--- config.mk ---
export PLATFORM = sky130hd
export DESIGN_NAME = encoder_sample_ctrl_flat
export DESIGN_NICKNAME = d
export VERILOG_FILES = /design/src/rtl/encoder_sample_ctrl_if.sv /design/src/rtl/encoder_sample_ctrl.sv /design/src/flat_wrapper.sv
export SDC_FILE = /design/constraint.sdc
export NUM_CORES = 1
export LEC_CHECK = 0
export CAP_MARGIN = 20
export CORE_MARGIN = 5
export CORE_UTILIZATION = 51
export DETAILED_ROUTE_END_ITERATION = 10
export GPL_TIMING_DRIVEN = 0
export PLACE_DENSITY = 0.87
export SLEW_MARGIN = 20
export SYNTH_ARGS = -nofsm -noshare
export SYNTH_HDL_FRONTEND = slang
export SYNTH_SLANG_ARGS = --single-unit
--- constraint.sdc ---
create_clock -name clk -period 3.4 [get_ports clk]
set_clock_uncertainty 0.1 [all_clocks]
set_input_delay 0.34 -clock clk [delete_from_list [all_inputs] [get_ports clk]]
set_output_delay 0.34 -clock clk [all_outputs]
set_load 0.005 [all_outputs]
--- src/rtl/encoder_sample_ctrl_if.sv ---
// Sample output channel of the encoder sampling controller: signed window delta,
// saturation flag and a valid/ready handshake toward the velocity/telemetry consumer.
interface encoder_sample_ctrl_if #(
  parameter int unsigned DELTA_WIDTH = 16
);
  logic signed [DELTA_WIDTH-1:0] sample_delta;
  logic                          sample_sat;
  logic                          sample_valid;
  logic                          sample_ready;

  modport master (
    output sample_delta,
    output sample_sat,
    output sample_valid,
    input  sample_ready
  );

  modport slave (
    input  sample_delta,
    input  sample_sat,
    input  sample_valid,
    output sample_ready
  );
endinterface

--- src/rtl/encoder_sample_ctrl.sv ---
// Windowed sampling controller: tracks a wrapping signed position from decoded
// quadrature steps and emits a saturating signed edge delta once per window.
module encoder_sample_ctrl #(
  parameter int unsigned POS_WIDTH    = 32,
  parameter int unsigned DELTA_WIDTH  = 16,
  parameter int unsigned PERIOD_WIDTH = 24
) (
  input  logic                    clk,
  input  logic                    rst,
  input  logic                    enable,
  input  logic [PERIOD_WIDTH-1:0] period,
  input  logic                    step,
  input  logic                    step_dir,
  input  logic                    pos_clear,
  output logic [POS_WIDTH-1:0]    position,
  output logic                    overrun,
  input  logic                    overrun_clr,
  encoder_sample_ctrl_if.master   smp
);

  localparam logic signed [DELTA_WIDTH-1:0] ACC_MAX = {1'b0, {(DELTA_WIDTH-1){1'b1}}};
  localparam logic signed [DELTA_WIDTH-1:0] ACC_MIN = {1'b1, {(DELTA_WIDTH-1){1'b0}}};
  localparam logic signed [DELTA_WIDTH-1:0] D_ONE   = {{(DELTA_WIDTH-1){1'b0}}, 1'b1};
  localparam logic [POS_WIDTH-1:0]          P_ONE   = {{(POS_WIDTH-1){1'b0}}, 1'b1};
  localparam logic [PERIOD_WIDTH-1:0]       T_ONE   = {{(PERIOD_WIDTH-1){1'b0}}, 1'b1};

  typedef enum logic {
    IDLE,
    RUN
  } state_t;

  state_t                        state_q, state_d;
  logic [PERIOD_WIDTH-1:0]       timer_q, timer_d;
  logic signed [DELTA_WIDTH-1:0] acc_q, acc_d, acc_stepped;
  logic                          sat_q, sat_d, clip;
  logic                          load, ovr_set, slot_free;

  always_ff @(posedge clk) begin
    if (rst) begin
      position <= '0;
    end else if (pos_clear) begin
      position <= '0;
    end else if (step) begin
      position <= step_dir ? position + P_ONE : position - P_ONE;
    end
  end

  // Accumulator with this cycle's step applied, clipped at the signed limits
  always_comb begin
    acc_stepped = acc_q;
    clip        = 1'b0;
    if (step) begin
      if (step_dir) begin
        if (acc_q == ACC_MAX) clip = 1'b1;
        else                  acc_stepped = acc_q + D_ONE;
      end else begin
        if (acc_q == ACC_MIN) clip = 1'b1;
        else                  acc_stepped = acc_q - D_ONE;
      end
    end
  end

  always_comb begin
    state_d   = state_q;
    timer_d   = timer_q;
    acc_d     = acc_q;
    sat_d     = sat_q;
    load      = 1'b0;
    ovr_set   = 1'b0;
    slot_free = !smp.sample_valid || smp.sample_ready;
    case (state_q)
      IDLE: begin
        acc_d = '0;
        sat_d = 1'b0;
        if (enable && (period != '0)) begin
          state_d = RUN;
          timer_d = period - T_ONE;
        end
      end
      RUN: begin
        if (!enable) begin
          state_d = IDLE;
          timer_d = '0;
          acc_d   = '0;
          sat_d   = 1'b0;
        end else if (timer_q == '0) begin
          // A busy slot keeps the count so the next sample covers both windows
          if (slot_free) begin
            load  = 1'b1;
            acc_d = '0;
            sat_d = 1'b0;
          end else begin
            ovr_set = 1'b1;
            acc_d   = acc_stepped;
            sat_d   = sat_q | clip;
          end
          if (period == '0) begin
            state_d = IDLE;
            timer_d = '0;
          end else begin
            timer_d = period - T_ONE;
          end
        end else begin
          timer_d = timer_q - T_ONE;
          acc_d   = acc_stepped;
          sat_d   = sat_q | clip;
        end
      end
      default: state_d = IDLE;
    endcase
  end

  always_ff @(posedge clk) begin
    if (rst) begin
      state_q          <= IDLE;
      timer_q          <= '0;
      acc_q            <= '0;
      sat_q            <= 1'b0;
      smp.sample_delta <= '0;
      smp.sample_sat   <= 1'b0;
      smp.sample_valid <= 1'b0;
      overrun          <= 1'b0;
    end else begin
      state_q <= state_d;
      timer_q <= timer_d;
      acc_q   <= acc_d;
      sat_q   <= sat_d;
      if (load) begin
        smp.sample_delta <= acc_stepped;
        smp.sample_sat   <= sat_q | clip;
        smp.sample_valid <= 1'b1;
      end else if (smp.sample_ready) begin
        smp.sample_valid <= 1'b0;
      end
      if (ovr_set)          overrun <= 1'b1;
      else if (overrun_clr) overrun <= 1'b0;
    end
  end

endmodule
--- src/flat_wrapper.sv ---
// flat-port wrapper written by rule: the top's interface ports become plain ports
module encoder_sample_ctrl_flat 
#(
  parameter int unsigned POS_WIDTH    = 32,
  parameter int unsigned DELTA_WIDTH  = 16,
  parameter int unsigned PERIOD_WIDTH = 24
)
  (clk, rst, enable, period, step, step_dir, pos_clear, position, overrun, overrun_clr, smp_sample_delta, smp_sample_sat, smp_sample_valid, smp_sample_ready);
  encoder_sample_ctrl_if #(.DELTA_WIDTH(DELTA_WIDTH)) smp_i ();
  input  logic clk;
  input  logic rst;
  input  logic enable;
  input  logic [PERIOD_WIDTH-1:0] period;
  input  logic step;
  input  logic step_dir;
  input  logic pos_clear;
  output logic [POS_WIDTH-1:0] position;
  output logic overrun;
  input  logic overrun_clr;
  output wire logic [$bits(smp_i.sample_delta)-1:0] smp_sample_delta;
  output wire logic [$bits(smp_i.sample_sat)-1:0] smp_sample_sat;
  output wire logic [$bits(smp_i.sample_valid)-1:0] smp_sample_valid;
  input wire logic [$bits(smp_i.sample_ready)-1:0] smp_sample_ready;
  assign smp_sample_delta = smp_i.sample_delta;
  assign smp_sample_sat = smp_i.sample_sat;
  assign smp_sample_valid = smp_i.sample_valid;
  assign smp_i.sample_ready = smp_sample_ready;
  encoder_sample_ctrl #(.POS_WIDTH(POS_WIDTH), .DELTA_WIDTH(DELTA_WIDTH), .PERIOD_WIDTH(PERIOD_WIDTH)) u_core (.clk(clk), .rst(rst), .enable(enable), .period(period), .step(step), .step_dir(step_dir), .pos_clear(pos_clear), .position(position), .overrun(overrun), .overrun_clr(overrun_clr), .smp(smp_i));
endmodule
* Yosys cells after proc, flatten, opt, wreduce, memory -nomap -nowiden
Cells that the tools add are included.
Storage, ports and cells: output and inout port bits 51, input bits 32, bits in registers 93
Operators by class: bitwise operators 2, reduce and logical (&&, ||, !) cells 9, eq/ne operators 3, mux-type cells 39, add/sub/neg operators 6
Operators with widths (number):
- 16-bit 2-to-1 mux | 7
- 24-bit 2-to-1 mux | 4
- 24-bit zero test | 2
- 24-bit case mux with 2 select lines | 1
- 24-bit by 1-bit subtractor with 24-bit output (second input constant) | 2
- 32-bit by 1-bit adder with 32-bit output (second input constant) | 1
- 16-bit == test (second input constant) | 2
- 32-bit 2-to-1 mux | 1
- 16-bit case mux with 2 select lines | 1
- 32-bit by 1-bit subtractor with 32-bit output (second input constant) | 1
- 24-bit nonzero test | 1
- 1-bit 2-to-1 mux | 23
- 16-bit by 2-bit adder with 16-bit output (second input constant) | 1
- 16-bit by 2-bit subtractor with 16-bit output (second input constant) | 1
- 1-bit case mux with 2 select lines | 2
- 2-bit nonzero test | 2
- 2-bit by 1-bit inequality test with 1-bit output (second input constant) | 1
- 2-bit OR reduction | 1
- 1-bit logical AND | 1
- 1-bit zero test | 1
- 1-bit logical OR | 1
- 1-bit inverter | 1
- 1-bit bitwise OR | 1

* Depth between registers and ports, before layout
word-level depth 9, gate-level depth with buffers 11

* Worst setup path before layout
OpenSTA, ideal clock, no wires.
kind input to register, start point input port step_dir, end point register u_core.position[19], setup time 0.120 ns, arrival 3.194 ns, cell stages on the path 10, setup slack -0.014 ns, cell sequence inv_1 -> ha_1 -> a211oi_1 -> o21bai_1 -> a21oi_1 -> o21ai_0 -> a211o_1 -> a2111oi_0 -> nor4_1 -> a211o_1
On the way: longest elaborated chain between the ends 1
RTL lines:
- start: declaration | RTL line flat_wrapper.sv:15 | input logic step_dir;
- 32-bit 2-to-1 mux | RTL line encoder_sample_ctrl.sv:44 | position <= step_dir ? position + P_ONE : position - P_ONE;
- end signal: assignment | RTL line encoder_sample_ctrl.sv:44
- end: declaration | RTL line encoder_sample_ctrl.sv:15 | output logic [POS_WIDTH-1:0] position,
No other way between the ends. A chain may end at the register's enable or synchronous reset.

* Worst setup path after layout
Ends and elaborated chain as after synthesis.

==> metrics.cfg <==
[cts]
clk_path_buf_depth = 2
cts-root-buf = clkbuf_16
cts_buffers = 9
insertion_delay_ns = 0.36
clock-sinks = 93
clk_pin_slew_ns = 0.08
hold_buffers = 0
ctsHtreeMaxLevel = 3
cts_tree = done

[status]
status = completed

[timing]
timing.final.ws_setup_ns = 0.175
min_period_over_period_pct = 94.9
worst_pin_slew_ns = 0.811
rsz0062_at_grt = no
hold_ws_ns = 0.372
slew_headroom_pct = 45.9
drv_slew = 0
setup_viol = 0
report.final.hold_viol_count = 0
fmax_mhz = 310
period_minus_slack_ns = 3.23
tns_ns = 0

[synth]
synth-xor-area-share_pct = 7.52
synth_compound_area_share_pct = 24.5
synth_simple_gate_area_share_pct = 27.1
synth.distinct_cells = 72
netlist_area_um2 = 6750
synthMuxAreaShare_pct = 2.11
yosysWarnings = 0
synth_edf_count = 0
syn_area_per_cell_um2 = 7.69
ys_ff_latch = 93
syn_inst = 878
synth_area_leaders = dfxtp_1 28%, nor2_1 7.2%, ha_1 6.9%
synthFlopType = dfxtp_1
yosysTopAreaCell = dfxtp_1
synthAdderAreaFrac_pct = 7.15
synth_top_area_share_pct = 27.6
synth_top_family_by_area = simple AND/OR/NAND/NOR gates
async_flop_share_pct = 0
ys_seq_area_share_pct = 27.6
synth_nets = 948

[power]
p_total_mw = 3.01
p_leak_nw = 3.06
power.density_nw_per_um2 = 367
ir_worst_vdd_v = 0.000294

[placement]
dp_worst_setup_slack_ns = -1.43
post-dp-hpwl_um = 13900
portBuffers = 81
place_inst = 1135
gp_congestion = 0.963
dpl_cell_area_um2 = 7790

[floorplan]
core_area_um2 = 13100
die_y_um = 125
ioPinCount = 83
start_util_pct = 51.4
die_area_um2 = 15600
die_w_um = 125
rows = 42

[layout]
n_antenna_cell = 0
stdcell_count = 1155
fin_area_um2 = 8190
drive_above_1_share_pct = 7.87
multi_input_area_um2 = 4660
area_growth_pct = 21.2
seqCellArea_um2 = 1860
fillers = 1137
final_nets = 1044
finish.utilization_pct = 62.3

[hold_path]
min_path_type = flip-flop to flip-flop

[worst_setup_path]
path_max_fanout = 8
crit_chain = buf_2 -> clkinvlp_4 -> buf_4 -> ha_1 -> a211oi_1 -> o21bai_1 -> a21oi_1 -> o21ai_0 -> a211o_1 -> a2111oi_2 -> nor4_1 -> a211o_1
cpLargestDelayFamily = compound AO/OA/AOI/OAI gates
arrival_ns = 3.38
cp-end-kind = flip-flop
max_stage_delay_ns = 0.44
critPathBufInv = 3
critPathMostFrequentCell = a211o_1
cp-start-kind = input port
slowest_stage = a2111oi_2
critPathRequiredTime_ns = 3.55
crit_type = input port to flip-flop

[global_routing]
grt_antenna_before_repair = 0
grtUsageTotal_pct = 23.1
grt-ovfl-total = 0
grt_pass1_wl_um = 30500
grt_pass1_vias = 6430
grt_max_degree = 20

[drt]
drc = 0
finalWirelength_um = 18900
postRouteAntennaNets = 0
wl_per_cell_um = 16.4
drt-pass1-iter-count = 5
via_per_inst = 6.13
vias = 7079
drt-initial-drc-count = 539

[flow_run]
cap_violations = 0

==> layer usage <==
| metal | wire length, µm | global-route usage (%) |
|---|---|---|
| met1 | 8000 | 28.8 |
| met2 | 9040 | 39.4 |
| met3 | 1250 | 2.86 |
| met4 | 631 | 11.7 |
| met5 | 0 | 0 |
==> flip-flops by register name (all words and copies together) (netlist names) <==
register	count
u_core.state_q	1
u_core.acc_q	16
u_core.sat_q	1
u_core.smp.sample_delta	16
u_core.smp.sample_sat	1
u_core.overrun	1
u_core.timer_q	24
u_core.smp.sample_valid	1
u_core.position	32
==> repair_timing <==
action,4_1_cts,5_1_grt
gates resized for setup,6,12
pin swaps,0,1
gates cloned,1,0
setup endpoints to repair,25,56
setup buffers,4,0
==> kinds of logic (layout without fill, tap and decap cells) <==
kind of cell | count (synthesis) | in the layout
buf+inv | 63 | 164
xor+xnor | 58 | 58
simple gates | 364 | 364
flops | 93 | 93
compound gates | 248 | 248
mux | 14 | 14
fa+ha+maj | 38 | 38
==> cells in the mapped netlist (4+ instances only) <==
cell and instances:
a211oi_1 14, or3_1 12, a211o_1 7, a211oi_2 13, o31ai_1 5, a21o_1 20, mux2i_1 12, nand4_1 13
o211ai_1 5, ha_1 37, and3_1 4, buf_2 6, nand3b_1 7, a31oi_1 12, o21a_1 9, dfxtp_1 93
a2111oi_0 4, or2_2 5, or4_1 7, nor2b_1 10, nand3_1 28, and2_1 4, nor4_1 13, o22ai_1 7
inv_1 20, clkbuf_1 29, and4_1 4, nand2_1 60, nor2_1 129, xnor2_1 41, o21ai_0 50, nor3_1 43
nand2b_1 8, xor2_1 17, a21oi_1 71
==> cells in the final DEF, fill, tap and decap left out, drive strengths merged, types with 9 or more instances in the layout <==
| master | Yosys | routed |
|---|---|---|
| clkbuf | 29 | 37 |
| ha | 37 | 37 |
| nor2 | 129 | 129 |
| or4 | 9 | 9 |
| a31oi | 12 | 12 |
| mux2i | 12 | 12 |
| inv | 20 | 24 |
| nand4 | 13 | 13 |
| nand3 | 28 | 28 |
| nor3 | 47 | 47 |
| nor2b | 10 | 10 |
| nand2 | 61 | 61 |
| xor2 | 17 | 17 |
| o21a | 9 | 9 |
| nor4 | 15 | 15 |
| buf | 14 | 19 |
| a21o | 20 | 20 |
| a211oi | 27 | 27 |
| a21oi | 71 | 71 |
| xnor2 | 41 | 41 |
| dfxtp | 93 | 93 |
| o21ai | 52 | 52 |
| clkdlybuf4s50 | 0 | 80 |
| or3 | 13 | 13 |
==> final timing paths <==
check                                         start             endpoint  slack (ns)  cells after the start
worst max-delay path                       step_dir  u_core.position[19]        0.17                     12
worst min-delay path            u_core.position[31]  u_core.position[31]        0.37                      2
worst max register to register   u_core.position[0]  u_core.position[26]        0.19                     10
worst min register to register  u_core.position[31]  u_core.position[31]        0.37                      2
==> layout make-up <==
type	count	share of cell area [%]
well taps	176	2.69
clock inverters	7	1.19
repair buffers	85	10.2
repair inverters	1	0.0917
flip-flops and latches	93	22.8
clock buffers	9	2.75
multi-input cells	722	56.9
inverters	20	0.963
plain buffers	42	2.40
==> report_power, final <==
group / internal, mW / switching, mW
clock: 0.598 / 0.508
combinational: 0.302 / 0.410
sequential: 1.14 / 0.0525
==> worst register-to-register path: stages, from the launching register on <==
cell and delay [ns]:
dfxtp_2 0.40, inv_1 0.07, fa_1 0.41, nor2b_1 0.24, o2111ai_1 0.17, a2111o_1 0.46
a2111o_1 0.51, a211oi_2 0.30, nor2_1 0.10, o2111ai_1 0.20, o211ai_1 0.11
(Power assumes the default switching activity.)
